**config.mk**
```make
export PLATFORM = sky130hd
export DESIGN_NAME = uart_rx_deserializer
export DESIGN_NICKNAME = d
export VERILOG_FILES = /design/src/rtl/uart_rx_deserializer.sv
export SDC_FILE = /design/constraint.sdc
export NUM_CORES = 1
export LEC_CHECK = 0
export BUFFER_PORTS_ARGS = -buffer_cell sky130_fd_sc_hd__buf_2
export CORE_MARGIN = 5
export CORE_UTILIZATION = 40
export CTS_CLUSTER_DIAMETER = 200
export DETAILED_ROUTE_END_ITERATION = 16
export GPL_TIMING_DRIVEN = 0
export PLACE_DENSITY = 0.55
export SETUP_SLACK_MARGIN = 0.05
export SYNTH_ARGS = -nofsm -noshare
export SYNTH_HDL_FRONTEND = slang
export SYNTH_SLANG_ARGS = --single-unit
```
**constraint.sdc**
```tcl
create_clock -name clk -period 2.7 [get_ports clk]
set_input_delay 0.27 -clock clk [delete_from_list [all_inputs] [get_ports clk]]
set_output_delay 0.27 -clock clk [all_outputs]
set_load 0.005 [all_outputs]
```
**src/rtl/uart_rx_deserializer.sv**
```systemverilog
// uart_rx_deserializer: 16x-oversampled UART receiver.
// Synchronises rx, finds the start bit, samples each bit at mid-bit, assembles
// the word LSB-first, checks the stop bit and hands the word to the host over
// a valid/ack handshake with framing and overrun error pulses.
// Optional parity bit support is compiled in with `define UART_RX_PARITY_EN.
module uart_rx_deserializer #(
    parameter int DATA_BITS  = 8,
    parameter int OVERSAMPLE = 16
) (
    input  logic                 clk,
    input  logic                 rst,
    input  logic                 baud_tick,
    input  logic                 rx,
`ifdef UART_RX_PARITY_EN
    input  logic                 parity_odd,
    output logic                 parity_error,
`endif
    output logic [DATA_BITS-1:0] rx_data,
    output logic                 rx_valid,
    input  logic                 rx_ack,
    output logic                 framing_error,
    output logic                 overrun_error,
    output logic                 busy
);

    localparam int CW = $clog2(OVERSAMPLE);
    localparam int BW = $clog2(DATA_BITS);
    localparam logic [CW-1:0] CNT_MID  = CW'(OVERSAMPLE / 2 - 1);
    localparam logic [CW-1:0] CNT_LAST = CW'(OVERSAMPLE - 1);
    localparam logic [BW-1:0] BIT_LAST = BW'(DATA_BITS - 1);

`ifdef UART_RX_PARITY_EN
    typedef enum logic [2:0] {IDLE, START, DATA, PARITY, STOP} state_t;
`else
    typedef enum logic [2:0] {IDLE, START, DATA, STOP} state_t;
`endif

    state_t                 state_q, state_d;
    logic [1:0]             sync_q, sync_d;
    logic [CW-1:0]          cnt_q, cnt_d;
    logic [BW-1:0]          bit_q, bit_d;
    logic [DATA_BITS-1:0]   shift_q, shift_d;
    logic [DATA_BITS-1:0]   rx_data_q, rx_data_d;
    logic                   rx_valid_q, rx_valid_d;
    logic                   fe_q, fe_d;
    logic                   ov_q, ov_d;
`ifdef UART_RX_PARITY_EN
    logic                   par_bad_q, par_bad_d;
    logic                   pe_q, pe_d;
`endif
    logic                   rx_s;
    logic                   word_good;

    // All line decisions are taken on the second synchroniser stage only.
    assign rx_s = sync_q[1];

    // Next-state logic: the FSM only moves on baud ticks; rx_ack is honoured every clock.
    always_comb begin
        state_d    = state_q;
        sync_d     = {sync_q[0], rx};
        cnt_d      = cnt_q;
        bit_d      = bit_q;
        shift_d    = shift_q;
        rx_data_d  = rx_data_q;
        rx_valid_d = rx_valid_q & ~rx_ack;
        fe_d       = 1'b0;
        ov_d       = 1'b0;
        word_good  = 1'b0;
`ifdef UART_RX_PARITY_EN
        par_bad_d  = par_bad_q;
        pe_d       = 1'b0;
`endif
        if (baud_tick) begin
            cnt_d = cnt_q + CW'(1);
            case (state_q)
                IDLE: begin
                    cnt_d = '0;
                    if (!rx_s) state_d = START;
                end
                START: begin
                    if (cnt_q == CNT_MID) begin
                        cnt_d = '0;
                        // A line that is high again at mid start bit was a glitch.
                        if (!rx_s) begin
                            state_d = DATA;
                            bit_d   = '0;
                        end else begin
                            state_d = IDLE;
                        end
                    end
                end
                DATA: begin
                    if (cnt_q == CNT_LAST) begin
                        cnt_d   = '0;
                        shift_d = {rx_s, shift_q[DATA_BITS-1:1]};
                        bit_d   = bit_q + BW'(1);
                        if (bit_q == BIT_LAST) begin
`ifdef UART_RX_PARITY_EN
                            state_d = PARITY;
`else
                            state_d = STOP;
`endif
                        end
                    end
                end
`ifdef UART_RX_PARITY_EN
                PARITY: begin
                    if (cnt_q == CNT_LAST) begin
                        cnt_d     = '0;
                        par_bad_d = rx_s ^ (^shift_q) ^ parity_odd;
                        state_d   = STOP;
                    end
                end
`endif
                STOP: begin
                    if (cnt_q == CNT_LAST) begin
                        // Leave at mid stop bit so the next start edge is never missed.
                        cnt_d     = '0;
                        state_d   = IDLE;
                        rx_data_d = shift_q;
                        fe_d      = ~rx_s;
                        ov_d      = rx_valid_q & ~rx_ack;
`ifdef UART_RX_PARITY_EN
                        pe_d      = par_bad_q;
                        word_good = rx_s & ~par_bad_q;
`else
                        word_good = rx_s;
`endif
                        if (word_good) rx_valid_d = 1'b1;
                    end
                end
                default: begin
                    state_d = IDLE;
                    cnt_d   = '0;
                end
            endcase
        end
    end

    // State and output registers; the asynchronous reset aborts any frame in progress.
    always_ff @(posedge clk or negedge rst) begin
        if (!rst) begin
            state_q    <= IDLE;
            sync_q     <= 2'b11;
            cnt_q      <= '0;
            bit_q      <= '0;
            shift_q    <= '0;
            rx_data_q  <= '0;
            rx_valid_q <= 1'b0;
            fe_q       <= 1'b0;
            ov_q       <= 1'b0;
`ifdef UART_RX_PARITY_EN
            par_bad_q  <= 1'b0;
            pe_q       <= 1'b0;
`endif
        end else begin
            state_q    <= state_d;
            sync_q     <= sync_d;
            cnt_q      <= cnt_d;
            bit_q      <= bit_d;
            shift_q    <= shift_d;
            rx_data_q  <= rx_data_d;
            rx_valid_q <= rx_valid_d;
            fe_q       <= fe_d;
            ov_q       <= ov_d;
`ifdef UART_RX_PARITY_EN
            par_bad_q  <= par_bad_d;
            pe_q       <= pe_d;
`endif
        end
    end

    assign rx_data       = rx_data_q;
    assign rx_valid      = rx_valid_q;
    assign framing_error = fe_q;
    assign overrun_error = ov_q;
    assign busy          = (state_q != IDLE);
`ifdef UART_RX_PARITY_EN
    assign parity_error  = pe_q;
`endif

endmodule
```
==> impl_metrics.toml <==
[status]
status = "finished clean"

[sta]
slew_headroom = 0.553
finalSetupViolCount = 0
final_max_slew_viol_count = 0
worst_slew_pin_slew_ns = 0.671
fin_crit_sh = 0.661
tns_ns = 0
rsz0062_at_grt = "false"
fin_crit_ns = 1.79
finClkSkew_ns = 0.00386
fmax_mhz = 560
hold_viol = 0

[global_route]
grt_start_max_net_pins = 31
grt_use_total = 0.129
grtUsageMet2 = 0.209
grtUsageMet3 = 0.0470
grt_overflow = 0
grt_pass1_vias = 930
grt_first_pass_wirelength_microns = 4310
grtUsageMet1 = 0.150
antenna_found_initial = 0
busiest_layer = "met2"

[critical_path]
required_ns = 2.91
crit_fanout = 10
critical_path_class = "reg -> reg"
reg2reg_depth = 5
critPathCaptureType = "flop"
startpoint_type = "flop"
startpoint = "cnt_q[0]"
rrSetupSlack_ns = 0.91
arrival_ns = 2.00
r2r-start = "cnt_q[0]"

[clock_tree]
cts_setup_buffers = 0
h-tree-depth = 2
cts.reportedPaths.clkPinSlew_ns = 0.10
cts.root.buffer_cell = "clkbuf_4"
cts_hold_buf = 1
clkSinkCount = 30
worstSkewPairLatency_ns = 0.32
cts_tree = "yes"
cts-buffers-inserted = 5
clock_path_buffers = 2
ctsResizeCount = 0

[route]
drt_wl_total_microns = 2630
wire_per_inst_microns = 14.5
post_drt_via_cell_ratio = 5.12
drc = 0
ant_nets = 0
vias = 927
dr.pass1.iters = 4
drt_iter0_drc = 111

[power]
leakagePower_uw = 0.000796
p_per_area_nw_per_um2 = 702
irDropWorstVdd_mv = 0.332
p_total_uw = 1110

[yosys]
ys_types = 38
syn_area_sq_um = 1380
yosys_register_bits = 30
yosys.area.top_type = "dfrtp_1"
ys_warn_count = 0
synthTopCellsByCount = "dfrtp_1, mux2_2, o21ai_0, inv_1, buf_4"
ys_seq_area_frac = 0.548
synth_top_flop_cell = "dfrtp_1"
yosysMostFrequentCell = "dfrtp_1"
synthCells = 110
syn_avg_cell_area_sq_um = 12.5
syn_nets = 118
synth_enable_flop_cells = 0
synth_async_sr_flop_share = 1.00
synth_area_leaders = "dfrtp_1, mux2_2, dfstp_2"
synth.top_cell.area_share = 0.510

[floorplan]
dieArea_sq_um = 4710
ios = 17
die_h_microns = 68.6
floorplan.initialDensity = 0.412
core_sq_um = 3340
die_w_microns = 68.6
num_rows = 21

[flow_run]
max-cap-violations = 0

[final_layout]
antenna_cells = 0
fin_util = 0.474
drive_gt1_frac = 0.385
area_growth_pct = 15.1
fin_nets = 142
fillCellCount = 334
multiInputGateArea_sq_um = 564
register_area_sq_um = 753

[hold_path]
holdCritPathClass = "in -> reg"
whs_path_depth = 1
hp-start = "rx"

[placed_design]
io_buffers = 16
place_congestion = 0.821
dp_hpwl_microns = 1730
[power by group]
part           total (uW)  internal, uW  switching [uW]  leakage (uW)
clock network         282           126             155     0.0000353
registers             539           496            42.5      0.000397
logic                 291           118             173      0.000363
total                1110           740             371      0.000796
[final cells by class]
class | instances | share of cell area
tap | 46 | 0.0364
inverter | 6 | 0.0142
clock inverter | 1 | 0.00316
multi-input combinational | 69 | 0.357
buffer | 5 | 0.0221
sequential | 30 | 0.476
clock buffer | 7 | 0.0348
timing repair buffer | 17 | 0.0569
[sequential cells by signal (all words and copies together) (netlist names)]
signal,count
bit_q,3
cnt_q,4
framing_error,1
overrun_error,1
rx_data,8
rx_valid,1
shift_q,8
state_q,2
sync_q,2
[routing by layer]
metal	up-vias	share of wire
met5	-	0
met1	456	0.45
met3	6	0.050
met4	0	0.018
li1	443	-
met2	22	0.49
[worst max-delay path, cell delays in order (launching register included)]
cell,delay (ns)
dfrtp_1,0.41
ha_1,0.16
buf_4,0.16
nand4_4,0.12
nor2_2,0.44
mux2_2,0.39
[final timing paths]
| path | to |
|---|---|
| hold reg to reg | sync_q[1] |
| setup / recovery | rx_data[6] |
| hold / removal | sync_q[0] |
| setup reg to reg | rx_data[6] |
| min in group asynchronous | cnt_q[2] |
| max in group asynchronous | shift_q[4] |
[cells in the final DEF (no fill, tap or decap), types with 2 or more instances in the layout]
master and n:
inv_1 6, o21ai_0 7, dfstp_2 2, buf_4 4, ha_1 3, and2_1 2, nand3b_1 2, a21oi_1 3
a21boi_0 2, buf_2 17, and3_1 3, clkbuf_4 5, mux2_2 16, nand3_1 2, nand2_1 3, nand2b_1 3
dfrtp_1 28, nor3_1 2
[per-stage QoR]
step	area [sq um]	std cells	setup slack [ns]	hold WS [ns]
after floorplan	1380	110	1.16	-0.0256
after global placement	1510	172	0.949	0.344
after detailed placement	1510	172	0.908	0.347
after CTS	1580	181	0.900	0.0212
after global routing	1580	181	0.809	0.0198
final	1580	181	0.914	0.0414
[kinds of logic (layout without fill, tap and decap cells)]
logic type	count (synthesis)	count (layout)	share of synthesized area
DFF	30	30	0.548
and+or+nand+nor	26	26	0.137
AOI/OAI and AO/OA	24	24	0.115
muxes	16	16	0.131
buffers and inverters	11	36	0.0419
adders and majority gates	3	3	0.0273
Note: power is estimated with default switching activity, not from simulation.
